`config.mk`:
```
export PLATFORM = sky130hd
export DESIGN_NAME = ps2_action_decoder
export DESIGN_NICKNAME = d
export VERILOG_FILES = /design/src/rtl/ps2_action_decoder.sv
export SDC_FILE = /design/constraint.sdc
export NUM_CORES = 1
export LEC_CHECK = 0
export BUFFER_PORTS_ARGS = -buffer_cell sky130_fd_sc_hd__buf_4
export CORE_ASPECT_RATIO = 0.75
export CORE_MARGIN = 3
export CORE_UTILIZATION = 50
export CTS_CLUSTER_DIAMETER = 50
export CTS_CLUSTER_SIZE = 25
export DETAILED_ROUTE_END_ITERATION = 10
export PLACE_DENSITY = 0.7
export SYNTH_ARGS = -nofsm -noshare
export SYNTH_HDL_FRONTEND = slang
export SYNTH_SLANG_ARGS = --single-unit
```
`constraint.sdc`:
```
create_clock -name clk -period 2.9 [get_ports clk]
set_clock_uncertainty 0.15 [all_clocks]
set_input_delay 0.29 -clock clk [delete_from_list [all_inputs] [get_ports clk]]
set_output_delay 0.29 -clock clk [all_outputs]
set_load 0.03 [all_outputs]
```
`src/rtl/ps2_action_decoder.sv`:
```
// PS/2 scan-code to fighter-action decoder.
// This module tracks the E0 (extended) and F0 (break) prefixes and keeps a
// six-bit held-key bitmap for each player. For each player it also runs a
// timed attack window and presents a prioritised action code.
module ps2_action_decoder #(
  parameter int NUM_PLAYERS   = 2,
  parameter int ACTION_W      = 3,
  parameter int ATTACK_CYCLES = 16
) (
  input  logic                            clk,
  input  logic                            rst_n,
  input  logic [7:0]                      code,
  input  logic                            code_valid,
  output logic [NUM_PLAYERS*ACTION_W-1:0] action,
  output logic [NUM_PLAYERS*6-1:0]        held,
  output logic [NUM_PLAYERS-1:0]          attack_start
);

  // Prefix FSM states
  localparam logic [1:0] S_IDLE    = 2'd0;
  localparam logic [1:0] S_EXT     = 2'd1;
  localparam logic [1:0] S_BRK     = 2'd2;
  localparam logic [1:0] S_EXT_BRK = 2'd3;

  // Bit positions inside each player's held group
  localparam int BIT_LEFT  = 0;
  localparam int BIT_RIGHT = 1;
  localparam int BIT_UP    = 2;
  localparam int BIT_DOWN  = 3;
  localparam int BIT_PUNCH = 4;
  localparam int BIT_KICK  = 5;

  // Action codes. The value 7 is reserved and is never produced.
  localparam logic [ACTION_W-1:0] ACT_IDLE   = ACTION_W'(0);
  localparam logic [ACTION_W-1:0] ACT_LEFT   = ACTION_W'(1);
  localparam logic [ACTION_W-1:0] ACT_RIGHT  = ACTION_W'(2);
  localparam logic [ACTION_W-1:0] ACT_JUMP   = ACTION_W'(3);
  localparam logic [ACTION_W-1:0] ACT_CROUCH = ACTION_W'(4);
  localparam logic [ACTION_W-1:0] ACT_PUNCH  = ACTION_W'(5);
  localparam logic [ACTION_W-1:0] ACT_KICK   = ACTION_W'(6);

  // The attack counter is 16 bits wide, so it covers ATTACK_CYCLES values from 1 to 65535.
  localparam int               CNT_W    = 16;
  localparam logic [CNT_W-1:0] CNT_LOAD = CNT_W'(ATTACK_CYCLES);
  localparam logic [CNT_W-1:0] CNT_ONE  = CNT_W'(1);

  // The function returns a one-hot held bit for player p when code c arrives with extended flag e.
  // For a given (c, e) pair, at most one player can receive a nonzero result.
  function automatic logic [5:0] f_hit(input logic [7:0] c, input logic e, input int p);
    logic [5:0] h;
    h = 6'd0;
    if (p == 0) begin
      if (!e) begin
        case (c)
          8'h1C:   h[BIT_LEFT]  = 1'b1;
          8'h23:   h[BIT_RIGHT] = 1'b1;
          8'h1D:   h[BIT_UP]    = 1'b1;
          8'h1B:   h[BIT_DOWN]  = 1'b1;
          8'h3B:   h[BIT_PUNCH] = 1'b1;
          8'h42:   h[BIT_KICK]  = 1'b1;
          default: h = 6'd0;
        endcase
      end
    end else begin
      if (e) begin
        case (c)
          8'h6B:   h[BIT_LEFT]  = 1'b1;
          8'h74:   h[BIT_RIGHT] = 1'b1;
          8'h75:   h[BIT_UP]    = 1'b1;
          8'h72:   h[BIT_DOWN]  = 1'b1;
          default: h = 6'd0;
        endcase
      end else begin
        case (c)
          8'h69:   h[BIT_PUNCH] = 1'b1;
          8'h72:   h[BIT_KICK]  = 1'b1;
          default: h = 6'd0;
        endcase
      end
    end
    return h;
  endfunction

  logic [1:0] r_state;
  logic [1:0] w_state_next;
  logic       w_is_e0;
  logic       w_is_f0;
  logic       w_is_rst_code;
  logic       w_clr;
  logic       w_term;
  logic       w_ext;
  logic       w_brk;
  logic       w_make;
  logic       w_break;

  assign w_is_e0       = (code == 8'hE0);
  assign w_is_f0       = (code == 8'hF0);
  // The codes AA, FC, FF and 00 are keyboard self-test and error responses.
  // When one of them arrives, all key state is discarded.
  assign w_is_rst_code = (code == 8'hAA) || (code == 8'hFC) ||
                         (code == 8'hFF) || (code == 8'h00);
  assign w_clr         = code_valid && w_is_rst_code;
  // A terminal byte is any byte that is not a prefix and not a reset code.
  // It completes a make or a break, even when the code is unmapped.
  assign w_term        = code_valid && !w_is_rst_code && !w_is_e0 && !w_is_f0;
  assign w_ext         = (r_state == S_EXT) || (r_state == S_EXT_BRK);
  assign w_brk         = (r_state == S_BRK) || (r_state == S_EXT_BRK);
  assign w_make        = w_term && !w_brk;
  assign w_break       = w_term && w_brk;

  // Prefix FSM next-state logic. The state advances only on a valid byte.
  always_comb begin
    w_state_next = r_state;
    if (code_valid) begin
      if (w_is_rst_code) begin
        w_state_next = S_IDLE;
      end else begin
        case (r_state)
          S_IDLE: begin
            if (w_is_e0)      w_state_next = S_EXT;
            else if (w_is_f0) w_state_next = S_BRK;
            else              w_state_next = S_IDLE;
          end
          S_EXT: begin
            if (w_is_f0)      w_state_next = S_EXT_BRK;
            else if (w_is_e0) w_state_next = S_EXT;
            else              w_state_next = S_IDLE;
          end
          S_BRK: begin
            if (w_is_e0)      w_state_next = S_EXT_BRK;
            else if (w_is_f0) w_state_next = S_BRK;
            else              w_state_next = S_IDLE;
          end
          S_EXT_BRK: begin
            if (w_is_e0 || w_is_f0) w_state_next = S_EXT_BRK;
            else                    w_state_next = S_IDLE;
          end
          default: w_state_next = S_IDLE;
        endcase
      end
    end
  end

  // Prefix FSM state register
  always_ff @(posedge clk or negedge rst_n) begin
    if (!rst_n) r_state <= S_IDLE;
    else        r_state <= w_state_next;
  end

  genvar gi;
  generate
    for (gi = 0; gi < NUM_PLAYERS; gi++) begin : g_player
      logic [5:0]          w_hit;
      logic                w_open;
      logic [ACTION_W-1:0] w_action;
      logic [5:0]          r_held;
      logic [CNT_W-1:0]    r_cnt;
      logic                r_kick;
      logic                r_start;

      assign w_hit  = f_hit(code, w_ext, gi);
      // A window opens only on a fresh attack make that arrives while no window is running.
      assign w_open = w_make && (w_hit[BIT_PUNCH] || w_hit[BIT_KICK]) &&
                      ((r_held & w_hit) == 6'd0) && (r_cnt == '0);

      // Held bitmap update: a make sets the key bit and a break clears it.
      always_ff @(posedge clk or negedge rst_n) begin
        if (!rst_n) begin
          r_held <= 6'd0;
        end else if (w_clr) begin
          r_held <= 6'd0;
        end else if (w_make) begin
          r_held <= r_held | w_hit;
        end else if (w_break) begin
          r_held <= r_held & ~w_hit;
        end
      end

      // Attack window: the counter loads on open, latches the attack type and
      // then counts down to zero.
      always_ff @(posedge clk or negedge rst_n) begin
        if (!rst_n) begin
          r_cnt   <= '0;
          r_kick  <= 1'b0;
          r_start <= 1'b0;
        end else begin
          r_start <= w_open;
          if (w_clr) begin
            r_cnt <= '0;
          end else if (w_open) begin
            r_cnt  <= CNT_LOAD;
            r_kick <= w_hit[BIT_KICK];
          end else if (r_cnt != '0) begin
            r_cnt <= r_cnt - CNT_ONE;
          end
        end
      end

      // Prioritised action decode from registered state. A running attack
      // takes precedence, then jump, crouch and walking.
      always_comb begin
        w_action = ACT_IDLE;
        if (r_cnt != '0) begin
          w_action = r_kick ? ACT_KICK : ACT_PUNCH;
        end else if (r_held[BIT_UP]) begin
          w_action = ACT_JUMP;
        end else if (r_held[BIT_DOWN]) begin
          w_action = ACT_CROUCH;
        end else if (r_held[BIT_LEFT] ^ r_held[BIT_RIGHT]) begin
          w_action = r_held[BIT_LEFT] ? ACT_LEFT : ACT_RIGHT;
        end
      end

      assign action[gi*ACTION_W +: ACTION_W] = w_action;
      assign held[gi*6 +: 6]                 = r_held;
      assign attack_start[gi]                = r_start;
    end
  endgenerate

endmodule

```
==> results of run 1 <==
-- tightest hold or removal path: stages --
cell and delay (ns):
buf_4 0.12, a21oi_1 0.06, nor2_1 0.08
-- kinds of logic after synthesis --
logic type                 after synthesis  share of synthesized area
muxes                                    5                     0.0181
and+or+nand+nor                        144                      0.271
AOI/OAI and AO/OA                       68                      0.154
DFF                                     50                      0.440
buffers and inverters                   27                     0.0432
xor gates and xnor gates                21                     0.0647
adders and majority gates                2                    0.00881
-- worst min-delay path by stage --
stage                                 endpoint  slack, ns  cells past startpoint
final                               r_state[1]       0.13                      3
after global routing                r_state[0]       0.12                      3
after CTS                           r_state[1]       0.12                      3
after detailed placement  g_player[1].r_cnt[7]       0.20                      1
after global placement    g_player[1].r_cnt[8]       0.20                      1
after floorplan           g_player[0].r_cnt[0]      -0.16                      0
-- stage by stage --
step / utilization / instance area [um^2] / hold slack, ns
floorplan: - / 2840 / -0.156
global placement: 0.580 / 3140 / 0.201
detailed placement: 0.580 / 3140 / 0.200
CTS: 0.602 / 3260 / 0.118
global route: 0.605 / 3270 / 0.125
finish: 0.605 / 3270 / 0.127
-- area by class of cell --
cell class	instances	area [um^2]
Timing Repair Buffer	36	273
Sequential cell	50	1250
Multi-Input combinational cell	240	1490
Fill cell	494	2140
Clock buffer	7	96.3
Tap cell	75	93.8
Clock inverter	1	8.76
Inverter	16	60.1
-- state kept, by name (all words and copies together) (netlist names) --
register	flops
g_player.r_start	2
g_player.r_cnt	32
r_state	2
g_player.r_kick	2
g_player.r_held	12
-- cells in the mapped netlist, types with 3 or more instances --
| library cell | instances | area, um^2 |
|---|---|---|
| nor3_1 | 18 | 90.1 |
| nor2b_1 | 8 | 50.1 |
| nor4b_1 | 3 | 26.3 |
| nand2_1 | 17 | 63.8 |
| nor4_1 | 10 | 62.6 |
| a41oi_1 | 3 | 26.3 |
| or3_1 | 7 | 43.8 |
| nor2_1 | 41 | 154 |
| and3_1 | 3 | 18.8 |
| or4_1 | 3 | 22.5 |
| xnor2_1 | 12 | 105 |
| nand3_1 | 11 | 55.1 |
| a21oi_1 | 19 | 95.1 |
| and2_1 | 4 | 25.0 |
| o21ai_0 | 18 | 90.1 |
| dfrtp_1 | 50 | 1250 |
| xor2_1 | 9 | 78.8 |
| inv_1 | 16 | 60.1 |
| o22ai_1 | 7 | 43.8 |
| nor3b_1 | 4 | 30.0 |
| buf_2 | 4 | 20.0 |
| nand2b_1 | 3 | 18.8 |
| clkbuf_1 | 3 | 11.3 |
| mux2i_1 | 4 | 40.0 |
-- report_power, final --
| group | total [mW] | switching [mW] | internal, mW |
|---|---|---|---|
| registers | 1.12 | 0.219 | 0.903 |
| clock network | 0.459 | 0.240 | 0.219 |
| logic | 0.678 | 0.382 | 0.296 |
-- timing repair --
item / in CTS / in global routing
endpoints found under the setup margin: 3 / 5
resized for setup: 2 / 3
hold buffers: 1 / 0
hold endpoints to repair: 50 / 0
-- layer usage --
layer | up-vias | routed length, um | share of wire
met5 | - | 0 | 0
met4 | 0 | 74 | 0.012
met3 | 9 | 286 | 0.046
met2 | 56 | 2610 | 0.42
met1 | 1133 | 3180 | 0.52
li1 | 1212 | - | -
==> impl_metrics.csv, run 1 <==
group,metric,value,unit
sta,setup_ws,0.112,ns
die,initial_utilization,0.525,
cts,clkLatencyLatePin,0.31,ns
sta,setup_viol,0,
sta,worstMarginPinSlew,0.789,ns
yosys,async_flop_share,1.00,
routing,drcViolationCount,0,
placement,portBuffers,30,
setup_path,critPathBufInv,1,
routing,viasPerCell,5.67,
setup_path,crit_slowest_cell,"or4_4",
cts,cts_inserted_buffers,5,
yosys,yosysSeqAreaShare,0.440,
pwr,ir_drop,0.357,mV
placement,dpl_worst_slack,0.159,ns
setup_path,max_stage_delay,0.56,ns
global_routing,grt_usage,0.202,
die,fp.coreArea,5410,um^2
flow_run,maxCapViolCount,0,
setup_path,ff2ff_setup_slack,0.37,ns
global_routing,grt_use_met3,0.0514,
global_routing,grt.overflow.total,0,
die,die_area,6630,um^2
setup_path,cp_top_family,"simple AND/OR/NAND/NOR gates",
global_routing,grt_pass1_vias,2242,
die,num_rows,23,
cts,cts_root_buf,"clkbuf_8",
layout,final_common_cell,"dfrtp_1",
die,ios,31,
sta,post-route-period-util,0.961,
yosys,ys_seq_elements,50,
cts,cts_tree,"yes",
cts,clock_sinks,50,
setup_path,timing.rr.end,"g_player[0].r_kick",
pwr,pwr_density_cell,690,nW/um^2
cts,clkTransAtPathRegs,0.09,ns
sta,finalHoldViolCount,0,
routing,ant_nets,0,
yosys,syn-cell-area,2840,um^2
setup_path,critPathKind,"flip-flop to primary output",
layout,layout_common_cells,"dfrtp_1 (50), nor2_1 (40), buf_4 (35)",
layout,drive_above_1_share,0.163,
pwr,p_leak,1.33,nW
global_routing,antenna_found_initial,0,
setup_path,crit_arrival,2.35,ns
sta,tns,0,ns
yosys,synth_nets,330,
global_routing,grt_pass1_wl,10800,um
yosys,synth-edff-count,0,
cts,htree_levels,2,
sta,slew_headroom,0.469,
setup_path,setup.worst_path.start,"g_player[0].r_cnt[12]",
placement,post-dp-hpwl,4480,um
setup_path,worst_ep_required_time,2.46,ns
global_routing,grt_max_degree,51,
setup_path,path_max_fanout,7,
layout,instances_no_fill,425,
placement,dpl.cell_count,416,
cts,cts.path.max_buffers,2,
setup_path,cp-end-kind,"primary output",
routing,finalWirelength,6160,um
layout,syn2layout_area_growth,15.2,%
global_routing,grt_util_met1,0.311,
yosys,synth_ff_type,"dfrtp_1",
setup_path,crit_chain,"or4_4 > or4_4 > nor2_4 > o21ai_0 > o21ai_0 > buf_4",
yosys,ys.warnings.count,0,
worst_hold_path,holdCritStartpoint,"code[4]",
worst_hold_path,hp-class,"input port to flip-flop",
yosys,syn_avg_cell_area,8.96,um^2
layout,nets,362,
routing,drtIter0Drc,113,
sta,grt_setup_unrepaired,"no",
sta,max_freq,0.359,GHz
pwr,total_power,2.26,mW
setup_path,crit_path_start_kind,"flip-flop",
routing,firstDrtPassIters,6,
setup_path,r2r_cells,5,
placement,place_congestion,0.944,
yosys,syn_inst,317,
setup_path,r2r-start,"g_player[0].r_cnt[12]",
routing,wl_per_cell,14.5,um
routing,via_count,2410,
global_routing,gr-max-usage-layer,"met1",
layout,diodes,0,
sta,min_period,2.79,ns
setup_path,crit_end,"action[1]",
outcome,outcome,"finished, final reports clean",
die,die_y,71.3,um
global_routing,grt_use_met2,0.279,
setup_path,cp.depth,6,
die,die_w,93.0,um
cts,post-cts-setup-buffers,0,
yosys,synth_cell_types,56,
sta,slew_violations,0,
Note: power is estimated with default switching activity, not from simulation.
==> run 2, diff against run 1 <==
==> config.mk (replaced) <==
export PLATFORM = sky130hd
export DESIGN_NAME = ps2_action_decoder
export DESIGN_NICKNAME = d
export VERILOG_FILES = /design/src/rtl/ps2_action_decoder.sv
export SDC_FILE = /design/constraint.sdc
export NUM_CORES = 1
export LEC_CHECK = 0
export ABC_CLOCK_PERIOD_IN_PS = 2900
export CORE_ASPECT_RATIO = 0.75
export CORE_MARGIN = 3
export CORE_UTILIZATION = 50
export CTS_CLUSTER_DIAMETER = 50
export CTS_CLUSTER_SIZE = 25
export DETAILED_ROUTE_END_ITERATION = 10
export DONT_BUFFER_PORTS = 1
export SYNTH_ARGS = -nofsm -noshare
export SYNTH_HDL_FRONTEND = slang
export SYNTH_SLANG_ARGS = --single-unit
==> impl_metrics.csv, run 2 (synthesis results as in run 1) <==
group,metric,value,unit
pwr,pwr_density_cell,713,nW/um^2
setup_path,worst_ep_required_time,2.46,ns
placement,place_congestion,0.822,
placement,dpl.cell_count,392,
worst_hold_path,hp-class,"input port to flip-flop",
routing,finalWirelength,6280,um
outcome,outcome,"finished, final reports clean",
layout,drive_above_1_share,0.0973,
die,initial_utilization,0.525,
cts,clkTransAtPathRegs,0.09,ns
global_routing,grt_pass1_vias,2349,
routing,wl_per_cell,15.6,um
routing,viasPerCell,5.80,
routing,wl_met1,3160,um
layout,regMostFlops,"g_player.r_cnt",
placement,post-dp-hpwl,4460,um
routing,drcViolationCount,0,
pwr,ir_drop,0.414,mV
sta,holdWs,0.00660,ns
layout,diodes,0,
setup_path,critPathBufInv,1,
routing,top_layer_used,"met4",
layout,largestRegisters,"g_player.r_cnt (32), g_player.r_held (12)",
sta,slew_headroom,0.459,
setup_path,ff2ff_setup_slack,0.33,ns
routing,ant_nets,0,
die,num_rows,23,
setup_path,cp_top_family,"simple AND/OR/NAND/NOR gates",
routing,via_count,2345,
worst_hold_path,min_path_cells,2,
setup_path,r2r-start,"g_player[0].r_cnt[10]",
sta,setup_viol,0,
global_routing,grt_usage,0.207,
die,ios,31,
cts,clkLatencyLatePin,0.30,ns
sta,max_freq,0.361,GHz
layout,largest_reg_flops,32,
cts,cts_tree,"yes",
worst_hold_path,whs_endpoint,"r_state[0]",
setup_path,critPathKind,"flip-flop to primary output",
setup_path,crit_arrival,2.33,ns
die,die_w,93.0,um
worst_hold_path,holdCritStartpoint,"code_valid",
global_routing,grt.overflow.total,0,
layout,nets,342,
layout,final_util,0.583,
cts,htree_levels,2,
layout,instances_no_fill,404,
placement,portBuffers,0,
layout,syn2layout_area_growth,11.0,%
routing,wl_met2,2730,um
sta,worstMarginPinSlew,0.804,ns
sta,slew_violations,0,
cts,cts_root_buf,"clkbuf_8",
sta,min_period,2.77,ns
sta,post-route-period-util,0.955,
setup_path,crit_chain,"or4_4 > or4_4 > nor2_4 > o21ai_0 > o21ai_0 > buf_4",
cts,cts_inserted_buffers,5,
die,die_y,71.3,um
cts,clock_sinks,50,
setup_path,path_max_fanout,7,
setup_path,cp-end-kind,"primary output",
layout,layout_common_cells,"dfrtp_1 (50), nor2_1 (40), a21oi_1 (19)",
flow_run,maxCapViolCount,0,
routing,firstDrtPassIters,4,
setup_path,crit_path_start_kind,"flip-flop",
sta,finalHoldViolCount,0,
layout,final_common_cell,"dfrtp_1",
routing,met3WireLength,286,um
die,die_area,6630,um^2
setup_path,max_stage_delay,0.54,ns
setup_path,crit_slowest_cell,"or4_4",
setup_path,r2r_cells,5,
die,fp.coreArea,5410,um^2
setup_path,timing.rr.end,"g_player[0].r_kick",
sta,grt_setup_unrepaired,"yes",
routing,drtIter0Drc,79,
pwr,p_leak,1.24,nW
global_routing,grt_pass1_wl,11000,um
global_routing,antenna_found_initial,0,
global_routing,grt_max_degree,51,
cts,cts.path.max_buffers,2,
## run 2: cell count changes in the layout (fill, tap and decap cells not counted), sizes merged
cell,before,now
clkinv,1,0
clkbuf,7,6
dlygate4sd3,1,4
bufinv,0,1
buf,35,12
## run 2: routing by layer
metal | up-vias | track usage
met1 | 1111 | 0.297
met5 | - | 0
met4 | 0 | 0.0650
met3 | 12 | 0.0441
li1 | 1170 | -
met2 | 52 | 0.316
## run 2: layout make-up
type | instances | area, um^2
fill | 514 | 2260
multi-input combinational | 240 | 1490
sequential | 50 | 1250
timing repair buffer | 16 | 150
tap | 75 | 93.8
clock buffer | 6 | 82.6
inverter | 16 | 60.1
clock inverter | 1 | 30.0
## run 2: worst max path at each step
stage | cells past startpoint | to | slack [ns] | from
floorplan | 6 | action[0] | 0.17 | g_player[0].r_cnt[10]
finish | 6 | action[1] | 0.13 | g_player[0].r_cnt[10]
CTS | 6 | action[1] | 0.0002 | g_player[0].r_cnt[10]
global placement | 6 | action[1] | 0.21 | g_player[0].r_cnt[10]
global route | 6 | action[1] | -0.003 | g_player[0].r_cnt[10]
detailed placement | 6 | action[1] | 0.16 | g_player[0].r_cnt[10]
## run 2: through the flow
step / setup TNS [ns] / power, mW / cell area, um^2 / worst slack, ns
CTS: 0 / 2.26 / 3140 / 0.000228
floorplan: 0 / 1.58 / 2840 / 0.170
finish: 0 / 2.25 / 3150 / 0.130
detailed placement: 0 / 1.72 / 2960 / 0.159
global placement: 0 / 1.71 / 2960 / 0.206
global route: -0.00307 / 2.43 / 3150 / -0.00307
## run 2: where the power goes
part           internal (mW)  total, mW  switching [mW]  leakage (nW)
Combinational          0.264      0.564           0.300         0.595
Clock                  0.276      0.502           0.226        0.0573
Sequential             0.902       1.18           0.280         0.587
Total                   1.44       2.25           0.807          1.24
## run 2: what timing repair did
| action | 4_1_cts | 5_1_grt |
|---|---|---|
| hold buffers | 5 | 0 |
| setup endpoints to repair | 3 | 5 |
| hold endpoints to repair | 52 | 0 |
| resized for setup | 2 | 2 |
| buffers inserted | 0 | 0 |
| pin swaps | 0 | 0 |
==> run 3, diff against run 2 <==
--- a/config.mk
+++ b/config.mk
@@ -13,6 +13,7 @@
 export CTS_CLUSTER_SIZE = 25
 export DETAILED_ROUTE_END_ITERATION = 10
 export DONT_BUFFER_PORTS = 1
+export RECOVER_POWER = 25
 export SYNTH_ARGS = -nofsm -noshare
 export SYNTH_HDL_FRONTEND = slang
 export SYNTH_SLANG_ARGS = --single-unit
==> impl_metrics.csv, run 3 (synthesis results as in run 1) <==
group,metric,value,unit
setup_path,worst_ep_required_time,2.46,ns
cts,htree_levels,2,
routing,wl_met2,2730,um
sta,finalHoldViolCount,0,
sta,setup_ws,0.131,ns
sta,worstMarginPinSlew,1.25,ns
setup_path,crit_arrival,2.33,ns
routing,ant_nets,0,
layout,diodes,0,
die,die_area,6630,um^2
setup_path,ff2ff_setup_slack,0.33,ns
setup_path,critPathKind,"flip-flop to primary output",
cts,clkTransAtPathRegs,0.09,ns
cts,clkLatencyLatePin,0.30,ns
pwr,pwr_density_cell,717,nW/um^2
placement,placed_area,2960,um^2
placement,dpl.cell_count,392,
layout,syn2layout_area_growth,10.2,%
outcome,outcome,"finished, final reports clean",
die,die_y,71.3,um
routing,finalWirelength,6290,um
layout,largest_reg_flops,32,
sta,post-route-period-util,0.955,
layout,regMostFlops,"g_player.r_cnt",
placement,dpl_worst_slack,0.159,ns
cts,cts_root_buf,"clkbuf_8",
layout,nets,342,
layout,final_cell_area,3130,um^2
worst_hold_path,hp-class,"input port to flip-flop",
setup_path,crit_path_start_kind,"flip-flop",
die,die_w,93.0,um
flow_run,maxCapViolCount,0,
die,fp.coreArea,5410,um^2
routing,via_count,2344,
routing,drtIter0Drc,79,
routing,drcViolationCount,0,
placement,place_congestion,0.822,
sta,slew_violations,0,
pwr,ir_drop,0.414,mV
layout,final_common_cell,"dfrtp_1",
routing,wl_per_cell,15.6,um
layout,drive_above_1_share,0.0973,
cts,clock_sinks,50,
sta,min_period,2.77,ns
die,ios,31,
layout,layout_common_cells,"dfrtp_1 (50), nor2_1 (40), a21oi_1 (19)",
die,initial_utilization,0.525,
global_routing,grt.overflow.total,0,
sta,max_freq,0.361,GHz
global_routing,grt_max_degree,51,
sta,grt_setup_unrepaired,"yes",
pwr,p_seq_frac,0.527,
sta,setup_viol,0,
routing,top_layer_used,"met4",
global_routing,grt_pass1_wl,11000,um
routing,viasPerCell,5.80,
pwr,intPower,1.44,mW
sta,holdWs,0.00676,ns
cts,cts.path.max_buffers,2,
layout,seqCellArea,1250,um^2
layout,nFillCells,517,
global_routing,antenna_found_initial,0,
pwr,p_sw,0.806,mW
setup_path,path_max_fanout,7,
setup_path,cp-end-kind,"primary output",
cts,cts_inserted_buffers,5,
pwr,switching_share,0.359,
cts,cts_tree,"yes",
global_routing,grt_usage,0.207,
pwr,clkPwrFrac,0.224,
global_routing,grt_pass1_vias,2349,
die,num_rows,23,
pwr,p_leak,1.23,nW
placement,portBuffers,0,
routing,wl_met1,3170,um
layout,multi_input_area,1490,um^2
layout,instances_no_fill,404,
layout,largestRegisters,"g_player.r_cnt (32), g_player.r_held (12)",
placement,post-dp-hpwl,4460,um
routing,firstDrtPassIters,4,
pwr,pwr-share-comb,0.250,
sta,slew_headroom,0.169,
routing,met3WireLength,286,um
## run 3: stage by stage
| stage | power, mW | setup TNS (ns) | utilization |
|---|---|---|---|
| floorplan | 1.58 | 0 | - |
| CTS | 2.26 | 0 | 0.581 |
| finish | 2.24 | 0 | 0.579 |
| global route | 2.42 | -0.00307 | 0.579 |
| detailed placement | 1.72 | 0 | 0.546 |
| global placement | 1.71 | 0 | 0.546 |
## run 3: final cells by class
| cell class | count | share of cell area |
|---|---|---|
| Clock inverter | 1 | 0.00959 |
| Inverter | 16 | 0.0192 |
| Clock buffer | 6 | 0.0264 |
| Tap cell | 75 | 0.0300 |
| Timing Repair Buffer | 16 | 0.0408 |
| Sequential cell | 50 | 0.400 |
| Multi-Input combinational cell | 240 | 0.474 |
## run 3: power groups by stage
stage                     sequential (mW)  combinational [mW]  clock [mW]
after floorplan                      1.14               0.449           0
after global placement               1.18               0.527           0
after detailed placement             1.19               0.535           0
after CTS                            1.18               0.565       0.519
after global routing                 1.22               0.662       0.543
final                                1.18               0.560       0.502
## run 3: worst paths after layout
path	from	endpoint	cells after the start
worst max-delay path	g_player[0].r_cnt[10]	action[1]	6
worst max register to register	g_player[0].r_cnt[10]	g_player[0].r_kick	5
max in group asynchronous	rst_n	g_player[1].r_held[0]	2
min in group asynchronous	rst_n	g_player[0].r_cnt[15]	2
worst min register to register	g_player[1].r_kick	g_player[1].r_kick	2
worst min-delay path	code_valid	r_state[0]	2
## run 3: repair_timing
item / in CTS / in global routing
hold endpoints to repair: 52 / 0
gates resized for setup: 2 / 2
setup buffers: 0 / 0
endpoints found under the setup margin: 3 / 5
cloned: 0 / 0
hold buffers: 5 / 0
## run 3: metal layers
layer  vias up  global-route usage
li1       1170                   -
met3        12              0.0441
met2        52               0.316
met5         -                   0
met4         0              0.0650
met1      1110               0.297
## run 3: worst max-delay path: stages, from the launching register on
cell and delay [ns]:
dfrtp_1 0.42, or4_4 0.54, or4_4 0.50, nor2_4 0.18
o21ai_0 0.11, o21ai_0 0.09, buf_4 0.18
